[src/rtl/pixel_config_readback_pkg.sv]
// Shared types and packed-slot layout for the MIC4 pixel-configuration readback path.
package pixel_config_readback_pkg;

    typedef enum logic [1:0] {
        IDLE  = 2'd0,
        RECV  = 2'd1,
        FLUSH = 2'd2
    } state_t;

    localparam int SLOT_W    = 16;
    localparam int VALID_POS = 15;

    // One 16-bit half of DOUT: valid flag on top, zero-extended pixel word below.
    function automatic logic [SLOT_W-1:0] make_slot(input logic valid,
                                                    input logic [VALID_POS-1:0] word);
        logic [SLOT_W-1:0] s;
        s = '0;
        s[VALID_POS]     = valid;
        s[VALID_POS-1:0] = word;
        return s;
    endfunction

endpackage

[src/rtl/pixel_config_readback_if.sv]
// Packed-word output channel. DOUT/DOUT_VALID hold until DOUT_VALID & DOUT_READY;
// the transfer happens on that clock edge, and a new word may load in the same cycle.
interface pixel_config_readback_if;
    logic [31:0] DOUT;
    logic        DOUT_VALID;
    logic        DOUT_READY;

    modport master (output DOUT, output DOUT_VALID, input DOUT_READY);
    modport slave  (input DOUT, input DOUT_VALID, output DOUT_READY);
endinterface

[src/rtl/pixel_config_readback_serial_edge_sync.sv]
// Synchronizes the asynchronous serial clock/data pair and turns the synced clock's
// rising edge into a one-cycle strobe with the matching data bit.
module serial_edge_sync #(
    parameter int SYNC_STAGES = 2
) (
    input  logic clk,
    input  logic rst_n,
    input  logic s_clk,
    input  logic s_data,
    output logic strobe,
    output logic bit_out
);

    logic [SYNC_STAGES-1:0] clk_sh;
    logic [SYNC_STAGES-1:0] data_sh;
    logic                   clk_prev;

    // Equal-depth chains keep data aligned with the clock edge it was sampled on.
    always_ff @(posedge clk or negedge rst_n) begin
        if (!rst_n) begin
            clk_sh   <= '0;
            data_sh  <= '0;
            clk_prev <= 1'b0;
            strobe   <= 1'b0;
            bit_out  <= 1'b0;
        end else begin
            clk_sh   <= {clk_sh[SYNC_STAGES-2:0], s_clk};
            data_sh  <= {data_sh[SYNC_STAGES-2:0], s_data};
            clk_prev <= clk_sh[SYNC_STAGES-1];
            strobe   <= clk_sh[SYNC_STAGES-1] & ~clk_prev;
            bit_out  <= data_sh[SYNC_STAGES-1];
        end
    end

endmodule

[src/rtl/pixel_config_readback.sv]
// Receive side of the MIC4 pixel-config serial link: rebuilds pixel words, packs two
// per 32-bit word and offers them on a valid/ready channel with sticky error flags.
module pixel_config_readback
    import pixel_config_readback_pkg::*;
#(
    parameter int DATA_WIDTH      = 15,
    parameter int SHIFT_DIRECTION = 1,
    parameter int CNT_WIDTH       = 4,
    parameter int SYNC_STAGES     = 2,
    parameter int WCNT_WIDTH      = 16
) (
    input  logic                  SYS_CLK,
    input  logic                  RESET_N,
    input  logic                  ENABLE,
    input  logic                  S_CLK_IN,
    input  logic                  S_DATA_IN,
    pixel_config_readback_if.master dout_if,
    output logic [WCNT_WIDTH-1:0] WORD_CNT,
    output logic                  OVERFLOW,
    output logic                  PARTIAL,
    output logic                  BUSY,
    output state_t                STATE
);

    state_t                  state, state_nxt;
    logic [DATA_WIDTH-1:0]   sr, sr_nxt, sr_shift;
    logic [DATA_WIDTH-1:0]   slot0, slot0_nxt;
    logic [CNT_WIDTH-1:0]    bit_cnt, bit_cnt_nxt;
    logic                    half, half_nxt;
    logic [31:0]             dout, dout_nxt;
    logic                    dout_valid, dout_valid_nxt;
    logic [WCNT_WIDTH-1:0]   word_cnt, word_cnt_nxt;
    logic                    overflow, overflow_nxt;
    logic                    partial, partial_nxt;
    logic                    strobe, bit_in;
    logic                    pack_load;
    logic [31:0]             pack_word;

    serial_edge_sync #(.SYNC_STAGES(SYNC_STAGES)) u_sync (
        .clk    (SYS_CLK),
        .rst_n  (RESET_N),
        .s_clk  (S_CLK_IN),
        .s_data (S_DATA_IN),
        .strobe (strobe),
        .bit_out(bit_in)
    );

    always_ff @(posedge SYS_CLK or negedge RESET_N) begin
        if (!RESET_N) begin
            state      <= IDLE;
            sr         <= '0;
            slot0      <= '0;
            bit_cnt    <= '0;
            half       <= 1'b0;
            dout       <= '0;
            dout_valid <= 1'b0;
            word_cnt   <= '0;
            overflow   <= 1'b0;
            partial    <= 1'b0;
        end else begin
            state      <= state_nxt;
            sr         <= sr_nxt;
            slot0      <= slot0_nxt;
            bit_cnt    <= bit_cnt_nxt;
            half       <= half_nxt;
            dout       <= dout_nxt;
            dout_valid <= dout_valid_nxt;
            word_cnt   <= word_cnt_nxt;
            overflow   <= overflow_nxt;
            partial    <= partial_nxt;
        end
    end

    always_comb begin
        state_nxt      = state;
        sr_nxt         = sr;
        slot0_nxt      = slot0;
        bit_cnt_nxt    = bit_cnt;
        half_nxt       = half;
        dout_nxt       = dout;
        dout_valid_nxt = dout_valid;
        word_cnt_nxt   = word_cnt;
        overflow_nxt   = overflow;
        partial_nxt    = partial;
        pack_load      = 1'b0;
        pack_word      = '0;

        if (SHIFT_DIRECTION == 1) sr_shift = {sr[DATA_WIDTH-2:0], bit_in};
        else                      sr_shift = {bit_in, sr[DATA_WIDTH-1:1]};

        if (dout_valid && dout_if.DOUT_READY) dout_valid_nxt = 1'b0;

        case (state)
            IDLE: begin
                if (ENABLE) begin
                    state_nxt    = RECV;
                    bit_cnt_nxt  = '0;
                    half_nxt     = 1'b0;
                    word_cnt_nxt = '0;
                    overflow_nxt = 1'b0;
                    partial_nxt  = 1'b0;
                end
            end
            RECV: begin
                // A strobe coinciding with ENABLE falling still lands before FLUSH.
                if (strobe) begin
                    sr_nxt = sr_shift;
                    if (bit_cnt == CNT_WIDTH'(DATA_WIDTH - 1)) begin
                        bit_cnt_nxt = '0;
                        if (word_cnt != '1) word_cnt_nxt = word_cnt + 1'b1;
                        if (!half) begin
                            slot0_nxt = sr_shift;
                            half_nxt  = 1'b1;
                        end else begin
                            pack_load = 1'b1;
                            pack_word = {make_slot(1'b1, 15'(sr_shift)),
                                         make_slot(1'b1, 15'(slot0))};
                            half_nxt  = 1'b0;
                        end
                    end else begin
                        bit_cnt_nxt = bit_cnt + 1'b1;
                    end
                end
                if (!ENABLE) state_nxt = FLUSH;
            end
            FLUSH: begin
                if (bit_cnt != '0) partial_nxt = 1'b1;
                bit_cnt_nxt = '0;
                if (half) begin
                    pack_load = 1'b1;
                    pack_word = {16'h0000, make_slot(1'b1, 15'(slot0))};
                    half_nxt  = 1'b0;
                end
                state_nxt = IDLE;
            end
            default: state_nxt = IDLE;
        endcase

        // The output register is free if empty or being accepted this cycle.
        if (pack_load) begin
            if (!dout_valid || dout_if.DOUT_READY) begin
                dout_nxt       = pack_word;
                dout_valid_nxt = 1'b1;
            end else begin
                overflow_nxt = 1'b1;
            end
        end
    end

    assign dout_if.DOUT       = dout;
    assign dout_if.DOUT_VALID = dout_valid;
    assign WORD_CNT           = word_cnt;
    assign OVERFLOW           = overflow;
    assign PARTIAL            = partial;
    assign BUSY               = (state != IDLE);
    assign STATE              = state;

endmodule
[src/flat_wrapper.sv]
// flat-port wrapper written by rule: the top's interface ports become plain ports
module pixel_config_readback_flat import pixel_config_readback_pkg::*;
#(
    parameter int DATA_WIDTH      = 15,
    parameter int SHIFT_DIRECTION = 1,
    parameter int CNT_WIDTH       = 4,
    parameter int SYNC_STAGES     = 2,
    parameter int WCNT_WIDTH      = 16
)
  (SYS_CLK, RESET_N, ENABLE, S_CLK_IN, S_DATA_IN, WORD_CNT, OVERFLOW, PARTIAL, BUSY, STATE, dout_if_DOUT, dout_if_DOUT_VALID, dout_if_DOUT_READY);
  pixel_config_readback_if dout_if_i ();
  input  logic SYS_CLK;
  input  logic RESET_N;
  input  logic ENABLE;
  input  logic S_CLK_IN;
  input  logic S_DATA_IN;
  output logic [WCNT_WIDTH-1:0] WORD_CNT;
  output logic OVERFLOW;
  output logic PARTIAL;
  output logic BUSY;
  output state_t STATE;
  output wire logic [$bits(dout_if_i.DOUT)-1:0] dout_if_DOUT;
  output wire logic [$bits(dout_if_i.DOUT_VALID)-1:0] dout_if_DOUT_VALID;
  input wire logic [$bits(dout_if_i.DOUT_READY)-1:0] dout_if_DOUT_READY;
  assign dout_if_DOUT = dout_if_i.DOUT;
  assign dout_if_DOUT_VALID = dout_if_i.DOUT_VALID;
  assign dout_if_i.DOUT_READY = dout_if_DOUT_READY;
  pixel_config_readback #(.DATA_WIDTH(DATA_WIDTH), .SHIFT_DIRECTION(SHIFT_DIRECTION), .CNT_WIDTH(CNT_WIDTH), .SYNC_STAGES(SYNC_STAGES), .WCNT_WIDTH(WCNT_WIDTH)) u_core (.SYS_CLK(SYS_CLK), .RESET_N(RESET_N), .ENABLE(ENABLE), .S_CLK_IN(S_CLK_IN), .S_DATA_IN(S_DATA_IN), .dout_if(dout_if_i), .WORD_CNT(WORD_CNT), .OVERFLOW(OVERFLOW), .PARTIAL(PARTIAL), .BUSY(BUSY), .STATE(STATE));
endmodule
[config.mk]
export PLATFORM = sky130hd
export DESIGN_NAME = pixel_config_readback_flat
export DESIGN_NICKNAME = d
export VERILOG_FILES = /design/src/rtl/pixel_config_readback_pkg.sv /design/src/rtl/pixel_config_readback_if.sv /design/src/rtl/pixel_config_readback_serial_edge_sync.sv /design/src/rtl/pixel_config_readback.sv /design/src/flat_wrapper.sv
export SDC_FILE = /design/constraint.sdc
export NUM_CORES = 1
export LEC_CHECK = 0
export CAP_MARGIN = 10
export CORE_MARGIN = 2
export CORE_UTILIZATION = 32
export DETAILED_ROUTE_END_ITERATION = 16
export PLACE_DENSITY = 0.62
export REMOVE_ABC_BUFFERS = 1
export SYNTH_ARGS = -nofsm -noshare
export SYNTH_HDL_FRONTEND = slang
export SYNTH_SLANG_ARGS = --single-unit
[constraint.sdc]
create_clock -name SYS_CLK -period 2.3 [get_ports SYS_CLK]
set_clock_uncertainty 0.2 [all_clocks]
set_input_delay 0.23 -clock SYS_CLK [delete_from_list [all_inputs] [get_ports SYS_CLK]]
set_output_delay 0.23 -clock SYS_CLK [all_outputs]
set_load 0.1 [all_outputs]
# Yosys cells after proc, flatten, opt, wreduce, memory -nomap -nowiden
# Index checks and enable logic that the tools add are counted.
dict set report op_classes {
  eq_ne 10
  addsub 2
  n_bitwise 3
  reduce_logical 17
  muxes 35
}
# operator n
set op_table {}
lappend op_table {{$mux 32} 3}
lappend op_table {{$mux 16} 5}
lappend op_table {{$pmux 32 s2} 1}
lappend op_table {{$pmux 16 s2} 1}
lappend op_table {{$add 16x1->16 const B} 1}
lappend op_table {{$ne 16x16->1 const B} 1}
lappend op_table {{$mux 1} 15}
lappend op_table {{$mux 4} 3}
lappend op_table {{$pmux 4 s3} 1}
lappend op_table {{$reduce_and 4->1} 2}
lappend op_table {{$ne 2x1->1 const B} 3}
lappend op_table {{$ne 2x2->1 const B} 3}
lappend op_table {{$reduce_and 2->1} 3}
lappend op_table {{$reduce_and 3->1} 2}
lappend op_table {{$reduce_bool 2->1} 3}
lappend op_table {{$reduce_and 5->1} 1}
lappend op_table {{$add 4x1->4 const B} 1}
lappend op_table {{$eq 4x4->1 const B} 1}
lappend op_table {{$mux 2} 2}
lappend op_table {{$pmux 1 s2} 2}
lappend op_table {{$pmux 2 s2} 1}
lappend op_table {{$reduce_bool 4->1} 1}
lappend op_table {{$pmux 1 s3} 1}
lappend op_table {{$reduce_bool 3->1} 1}
lappend op_table {{8 further kinds} 9}
dict set report word_totals {
  out_inout_bits 54
  word_cells 82
  input_bits 6
  regBits 94
}

# Longest topological paths before layout
dict set report logic_depth {
  depth_word 5
  depth_mapped 8
  ltp_nobuf 6
}

# Cells and area by module
# A second synthesis with hierarchy kept.
dict set report hier_totals {
  hier_cells 385
  area_unflattened_um2 4244.1
}
# module instances cells_per_inst area_each_um2 seq_area_each_um2
set by_module_without_submodules {}
lappend by_module_without_submodules {pixel_config_readback 1 377 4055.1 2177.1}
lappend by_module_without_submodules {serial_edge_sync 1 8 188.9 175.2}

# Worst setup path before layout
# No wires, ideal clock.
dict set report synth_path {
  path_type {reg2reg}
  from {register u_core.state[0], in the netlist u_core.STATE[0]}
  to {register u_core.word_cnt[8], in the netlist u_core.WORD_CNT[8]}
  path_buffers 1
  path_stages_with_launch 8
  required_ps 1972
  setup_ps 128
  period_less_slack_ps 2978
  arrival_ps 2650
  path_slack_ps -678
  cell_sequence {dfrtp_1 inv_1 ha_1 buf_2 mux2i_1 or4b_2 nor3_1 nor3_1}
}
dict set report synth_between {
  elab_chain_len 3
  word_cells_on_any_way 9
  classes_between {5 x eq/ne; 1 x mux; 3 x reduce/logical}
}
# element line_no
set synth_lines {}
lappend synth_lines {{from (decl)} pixel_config_readback.sv:25} ;# state_t state, state_nxt;
lappend synth_lines {{from (signal assigned)} pixel_config_readback.sv:61} ;# state <= state_nxt;
lappend synth_lines {{$eq 2x1->1 or $logic_not 2->1 (tied branches)} pixel_config_readback.sv:93} ;# case (state)
lappend synth_lines {{$ne 2x1->1 (no line) (tied with other cells)} n/a}
lappend synth_lines {{$reduce_and 5->1 (no line)} n/a}
lappend synth_lines {{to (signal assigned)} pixel_config_readback.sv:68} ;# word_cnt <= word_cnt_nxt;
lappend synth_lines {{to (decl)} pixel_config_readback.sv:32} ;# logic [WCNT_WIDTH-1:0] word_cnt, word_cnt_nxt;
# Several ways; a longest one is shown, not always the timed one.
# A chain may end at the register's enable or synchronous reset.

# Final worst setup path
dict set report layout_path {
  from {register u_core.state[0], in the netlist u_core.STATE[0]}
  to {register u_core.word_cnt[13], in the netlist u_core.WORD_CNT[13]}
}
# The elaborated chain is that of the path after synthesis.

==> flow_summary.json <==
{
  "layout_commonest_cell": "dfrtp_1",
  "max_freq_mhz": 459,
  "synth_adder_area_share_pct": 2.59,
  "yosysSeqAreaShare_pct": 54.1,
  "rsz0062_at_grt": "no",
  "clock_path_buffers": 2,
  "firstDrtPassIters": 4,
  "wl_per_cell_um": 15.0,
  "finalSetupViolations": 0,
  "syn_area_um2": 4350,
  "critical_path.cell_chain": "inv_1 > ha_1 > mux2_2 > buf_4 > and2_1 > and4_1 > nor3_1",
  "post-route-period-util_pct": 94.8,
  "crit_slowest_cell": "mux2_2",
  "wirelength_um": 9960,
  "finalSetupTns_ps": 0,
  "ant_nets": 0,
  "busiest_layer": "met2",
  "ys_ff_latch": 94,
  "vias": 3350,
  "avgSynthCellArea_um2": 10.7,
  "slew_headroom_pct": 63.8,
  "numCtsBuffers": 9,
  "gr-usage-met2_pct": 24.2,
  "crit_buf_inv": 2,
  "drv_cap": 0,
  "synth-simple-area-share_pct": 16.5,
  "drive_gt1_share_pct": 28.5,
  "hold_viol": 0,
  "crit_fanout": 9,
  "outcome": "complete, no violations",
  "dpl.hpwl_um": 6840,
  "core-area_um2": 13200,
  "htree_levels": 3,
  "fp.dieH_um": 121,
  "diodes": 0,
  "grt_usage_pct": 14.7,
  "synth_edf_count": 0,
  "met3_usage_pct": 3.11,
  "grt-ovfl-total": 0,
  "portBuffers": 59,
  "crit_path_end_kind": "register",
  "netlist_instances": 406,
  "hold_class": "input pin to register",
  "regArea_um2": 2350,
  "slew_viol_final": 0,
  "pre_cts_slack_ps": 154,
  "start_kind": "register",
  "synth_warnings": 0,
  "cts_tree": "yes",
  "grt_max_degree": 46,
  "synth_ff_type": "dfrtp_1",
  "synth_top_family_by_area": "simple AND/OR/NAND/NOR gates",
  "cpPeakStageDelay_ps": 450,
  "nFillCells": 1323,
  "syn2layout_area_growth_pct": 26.7,
  "cts_sinks": 94,
  "clk-insertion-delay-late_ps": 350,
  "dieArea_um2": 14500,
  "grt_pass1_wl_um": 16900,
  "cts-root-buf": "clkbuf_16",
  "grt_pass1_vias": 3493,
  "remaining_drc_errors": 0,
  "antenna_found_initial": 0,
  "synth_xor_area_share_pct": 0.403,
  "initial_utilization_pct": 32.8,
  "via_per_inst": 5.05,
  "use_met1_pct": 18.5,
  "yosys-mux-area-fraction_pct": 11.9,
  "rows": 42,
  "setup_ws_ps": 120,
  "die_w_um": 121,
  "path_clk_slew_ps": 60,
  "synth_cell_types": 45,
  "cp_top_family": "simple AND/OR/NAND/NOR gates",
  "gp_congestion": 0.860,
  "nets": 498,
  "io_pins": 60,
  "arrival_ps": 2240,
  "async_reset_ff_share_pct": 100,
  "final_cell_mix": "dfrtp_1, buf_4, inv_1",
  "worst_pin_slew_ps": 540,
  "multiInputGateArea_um2": 1760,
  "initialDrtViolationCount": 319,
  "path_class": "register to register",
  "required_ps": 2360,
  "final_util_pct": 41.6,
  "synth_compound_area_share_pct": 8.77,
  "fin_crit_ps": 2180
}
[kinds of logic (layout without fill, tap and decap cells)]
| kind of cell | count (synthesis) | in the layout |
|---|---|---|
| DFF | 94 | 94 |
| xor gates and xnor gates | 2 | 2 |
| muxes | 48 | 48 |
| AOI/OAI and AO/OA | 61 | 61 |
| adders and majority gates | 9 | 9 |
| buffers and inverters | 63 | 145 |
| and+or+nand+nor | 129 | 129 |
[worst paths after layout]
check	startpoint	end	slack, ps	cells past startpoint
min reg2reg	u_core.u_sync.data_sh[1]	u_core.u_sync.bit_out	150	0
max in group asynchronous	RESET_N	u_core.dout_if.DOUT[30]	1100	3
max reg2reg	u_core.STATE[0]	u_core.WORD_CNT[13]	120	7
max	u_core.STATE[0]	u_core.WORD_CNT[13]	120	7
min in group asynchronous	RESET_N	u_core.WORD_CNT[4]	130	2
min	S_DATA_IN	u_core.u_sync.data_sh[0]	120	1
[metal layers]
metal	part of all wire [%]	wire length (µm)	vias up
met5	0	0	-
met4	1.8	183	0
met3	5.1	505	13
met2	48	4830	97
met1	45	4440	1648
li1	-	-	1592
[final cells by class]
class                           count  share of cell area [%]
Clock inverter                      5                    1.52
Tap cell                          176                    4.00
Clock buffer                       11                    4.22
Sequential cell                    94                    42.7
Timing Repair Buffer               90                    12.9
Inverter                           39                    2.66
Multi-Input combinational cell    249                    32.0
[cells in the mapped netlist, drive strengths merged (2+ instances only)]
library cell	count	area (µm²)
and2	2	12.5
a31oi	8	50.1
nand2	38	143
clkbuf	15	56.3
o21ai	20	100
and4	3	26.3
nor3	11	60.1
o311ai	5	43.8
dfrtp	94	2350
buf	9	47.6
o211ai	7	52.6
inv	39	146
ha	9	113
nand4	21	150
a41oi	2	17.5
nor2	10	37.5
or4	5	37.5
nor2b	3	18.8
mux2	30	338
nand3	15	75.1
nand3b	4	30.0
mux2i	18	180
a21oi	11	55.1
nor4	5	37.5
and3	2	12.5
or3	2	12.5
nor4b	2	17.5
nor3b	2	15.0
xnor2	2	17.5
[stage by stage]
step                      instances  area, µm²  hold slack [ps]
final                           664       5510              116
after global routing            664       5510              127
after CTS                       664       5500              105
after detailed placement        647       5170            -38.2
after global placement          647       5170            -41.1
after floorplan                 382       4250             -266
[state kept, by name, indices dropped and copies added (netlist names)]
register and count:
u_core.slot0 15, u_core.u_sync.strobe 1, u_core.u_sync.data_sh 2, u_core.dout_if.DOUT 32
u_core.OVERFLOW 1, u_core.u_sync.clk_prev 1, u_core.WORD_CNT 16, u_core.dout_if.DOUT_VALID 1
u_core.u_sync.clk_sh 2, u_core.PARTIAL 1, u_core.STATE 2, u_core.bit_cnt 4
u_core.sr 14, u_core.half 1, u_core.u_sync.bit_out 1
[what timing repair did]
item,4_1_cts,5_1_grt
setup buffers,0,0
endpoints found under the hold margin,68,0
endpoints found under the setup margin,0,3
resized for setup,0,3
hold buffers,1,0
Power is not shown: default switching activity piles up to over one toggle a cycle in this logic, so the estimate is an artifact.
==> patch 1: new RTL, same flow settings <==
`dout` no longer has a reset.
--- a/src/rtl/pixel_config_readback.sv
+++ b/src/rtl/pixel_config_readback.sv
@@ -53,5 +53,4 @@
             bit_cnt    <= '0;
             half       <= 1'b0;
-            dout       <= '0;
             dout_valid <= 1'b0;
             word_cnt   <= '0;
@@ -64,5 +63,4 @@
             bit_cnt    <= bit_cnt_nxt;
             half       <= half_nxt;
-            dout       <= dout_nxt;
             dout_valid <= dout_valid_nxt;
             word_cnt   <= word_cnt_nxt;
@@ -70,4 +68,8 @@
             partial    <= partial_nxt;
         end
+    end
+
+    always_ff @(posedge SYS_CLK) begin
+        dout <= dout_nxt;
     end
 
Formal check against the unedited RTL: no difference found for any inputs over 10 cycles, from zero or initial values and one cycle with RESET_N low; that may be too few to reach the edited logic, so the function may still have changed.
==> patch 1 against the unedited design <==
- design area is 5.7% lower
- wire length decreased by 19%
- critical endpoint is now u_core.WORD_CNT[11]
- worst setup slack gained 0.0068 ns
- area after synthesis down 6.5%
- sequential cell count unchanged
- critical path type unchanged
==> patch 1: results (changes against the unedited design) <==
GRT
  – Global-route wire length before repair: 13400 um (-21%)
  – Number of global-route vias before repair: 2662 (-24%)
  – GRT Util Overall: 0.128 (-0.0190)
  – Largest net degree at the start of global routing: 63 (+37%)

Drt
  – Initial DRC count: 177 (-45%)
  – Total Routed Length: 8030 um (-19%)
  – Via-to-Cell Ratio: 4.70 (-6.8%)

Status
  – Status: finished, final reports clean

Place
  – Dpl cells: 550 (-15%)
  – Area post-placement: 0.00485 mm^2 (-6.2%)
  – Dpl hpwl: 5240 um (-23%)
  – Dpl ws: -0.0978 ns (-0.252 ns)
  – Gpl congestion: 0.791 (-8.0%)

STA
  – Hold WS: 0.131 ns (+0.0143 ns)
  – Worst-Margin Slew: 0.523 ns (-0.0173 ns)
  – Fmax achieved: 460 MHz (+0.31%)

Critical path
  – Crit path largest cell delay: 0.42 ns (-0.03 ns)
  – Max stage delay cell, worst path: dfrtp_1
  – R2R Path End: u_core.WORD_CNT[11]
  – R2R cell count: 7 (unchanged)
  – Arrival @ worst endpoint: 2.20 ns (-0.04 ns)

Hold path
  – Worst Min Path Start: S_CLK_IN
  – Hold worst-path end: u_core.u_sync.clk_sh[0]

Clock network
  – Cts bufs inserted: 9 (unchanged)

Layout
  – Layout cells sized above 1: 0.342 (+0.0569)
  – Final #Nets: 405 (-19%)
  – Layout Cells excl Fill: 567 (-15%)
  – Final-layout fill cell count: 1198 (-9.4%)

Logic synthesis
  – Seq/Total Area, Yosys: 0.618 (+0.0770)
  – Cells after Synth: 311 (-23%)
  – Post-synth top cells: dfrtp_1, and2_1, edfxtp_1, mux2_2, o21ai_0
  – Synth area leaders: dfrtp_1, edfxtp_1, mux2_2
  – Yosys cell types: 50 (+11%)
  – Async SR Flop Fraction: 0.660 (-0.340)
  – EDFF count, synth: 32 (+32)

Power and ir drop
  – Lkg Pwr: 2.24 nW
==> patch 1: cell families (layout without fill, tap and decap cells) <==
| family | after synthesis | count (layout) | share of synthesized area |
|---|---|---|---|
| and+or+nand+nor | 105 | 105 | 0.153 |
| muxes | 33 | 33 | 0.0908 |
| adders and majority gates | 9 | 9 | 0.0277 |
| DFF | 94 | 94 | 0.618 |
| buffers and inverters | 21 | 105 | 0.0246 |
| AOI/OAI and AO/OA | 49 | 49 | 0.0865 |
==> patch 1: worst max-delay path: cells and delay by family (launching register included) <==
family                   cells  cell delay [ns]
adder cells (fa/ha/maj)      1             0.26
AND/OR/NAND/NOR              1             0.16
AO/OA/AOI/OAI                3             0.70
buffers and inverters        2             0.33
flip-flops                   1             0.42
==> patch 1: metal layers <==
layer  track usage  vias to the layer above  wire (um)
li1              -                     1286          -
met1         0.160                     1318       3750
met2         0.215                       59       3850
met3        0.0405                        4        377
met4        0.0353                        0         54
met5             0                        -          0
==> patch 1: timing repair <==
action	in CTS	in global routing
hold buffers	1	0
endpoints found under the hold margin	62	0
gates resized for setup	1	3
endpoints found under the setup margin	8	22
==> patch 1: final cells by class <==
cell class / instances / area [um^2] / share of cell area
Clock buffer: 10 / 229 / 0.0441
Inverter: 11 / 41.3 / 0.00795
Multi-Input combinational cell: 196 / 1470 / 0.283
Tap cell: 172 / 215 / 0.0414
Clock inverter: 6 / 95.1 / 0.0183
Sequential cell: 94 / 2510 / 0.484
Timing Repair Buffer: 78 / 633 / 0.122
==> patch 1: power by group <==
part	switching, W	total (W)	internal (W)	leakage, nW
combinational	0.00129	0.00185	0.000558	1.01
clock	0.000636	0.00160	0.000962	0.151
sequential	0.000164	0.00208	0.00191	1.09
==> patch 2: new RTL, same settings <==
Made on the original files. `CNT_WIDTH` is set to 4 in 2 places; all go to 6.
--- a/src/rtl/pixel_config_readback.sv
+++ b/src/rtl/pixel_config_readback.sv
@@ -6,5 +6,5 @@
     parameter int DATA_WIDTH      = 15,
     parameter int SHIFT_DIRECTION = 1,
-    parameter int CNT_WIDTH       = 4,
+    parameter int CNT_WIDTH       = 6,
     parameter int SYNC_STAGES     = 2,
     parameter int WCNT_WIDTH      = 16
--- a/src/flat_wrapper.sv
+++ b/src/flat_wrapper.sv
@@ -4,5 +4,5 @@
     parameter int DATA_WIDTH      = 15,
     parameter int SHIFT_DIRECTION = 1,
-    parameter int CNT_WIDTH       = 4,
+    parameter int CNT_WIDTH       = 6,
     parameter int SYNC_STAGES     = 2,
     parameter int WCNT_WIDTH      = 16
Function: same outputs for any inputs over 10 cycles, from zero or initial values and one cycle with RESET_N low; that may be too few to reach the edited logic, so the function may still have changed.
==> patch 2 against the unedited design <==
- critical path depth unchanged
- wire length decreased by 4.4%
- design area about the same
- sequential cell count increased by 2
- core utilization increased by 1.9 points
- via count decreased by 0.84%
- worst setup slack got worse by 0.027 ns
- global-route usage decreased by 0.16 points
- area after synthesis decreased by 4.4%
==> patch 2: results (changes against the unedited design) <==
GRT
  – GRT Util Overall: 0.146 (-0.00160)
  – Largest net degree at the start of global routing: 62 (+35%)

Logic synthesis
  – Multiplexer share of the synthesized area: 0.0834 (-0.0357)
  – XOR/XNOR share of the synthesized area: 0 (-0.00403)
  – Yosys cell types: 42 (-6.7%)
  – Synth area leaders: dfrtp_1, nand2_1, mux2_2
  – Synth Area in Compound Gates: 0.108 (+0.0200)
  – Seq/Total Area, Yosys: 0.578 (+0.0369)
  – Mean Syn Cell Area: 10.5 um^2 (-2.0%)
  – Post-synth top cells: dfrtp_1, nand2_1, o21ai_0, mux2_2, nand3_1

Drt
  – Total number of vias: 3322 (-0.84%)
  – Initial DRC count: 224 (-30%)

Status
  – Status: finished, final reports clean

Hold path
  – Worst Min Path Start: S_CLK_IN
  – Hold worst-path end: u_core.u_sync.clk_sh[0]

Place
  – Dpl hpwl: 6620 um (-3.3%)
  – Dpl cells: 655 (+1.2%)
  – Gpl congestion: 0.809 (-5.9%)
  – Area post-placement: 0.00513 mm^2 (-0.75%)
  – Dpl ws: -0.0584 ns (-0.213 ns)

Critical path
  – R2R Path End: u_core.WORD_CNT[4]
  – Max stage delay cell, worst path: or4_4
  – Arrival @ worst endpoint: 2.29 ns (+0.05 ns)

Power and ir drop
  – Power Total: 0.00620 W

Layout
  – Register Area: 0.00240 mm^2 (+2.1%)
  – Layout cells sized above 1: 0.334 (+0.0492)
  – Layout Cells excl Fill: 678 (+2.1%)
  – Final #Nets: 515 (+3.4%)

Clock network
  – Setup Buffers After CTS: 5 (+5)

STA
  – Worst-Margin Slew: 0.551 ns (+0.0101 ns)
[patch 2: cell types whose count changed in the layout (fill, tap and decap cells not counted), sizes merged, moves of 6 or more]
cell | before | now
inv | 39 | 13
o211ai | 7 | 1
a31oi | 8 | 2
buf | 85 | 108
nand2 | 38 | 88
a21oi | 11 | 4
nand4 | 21 | 4
o21ai | 20 | 46
nand3 | 15 | 21
mux2i | 18 | 2
nor3 | 11 | 2
[patch 2: metal layers]
metal / track usage / vias to the layer above / wire, um
met4: 0.0407 / 0 / 110
met3: 0.0426 / 11 / 439
met5: 0 / - / 0
met1: 0.195 / 1643 / 4510
li1: - / 1593 / -
met2: 0.230 / 75 / 4450
[patch 2: area by class of cell]
class                           instances  share of cell area
Sequential cell                        96               0.436
Multi-Input combinational cell        270               0.303
Timing Repair Buffer                  113               0.163
Clock buffer                           11              0.0440
Tap cell                              172              0.0390
Inverter                               11             0.00749
Clock inverter                          5             0.00704
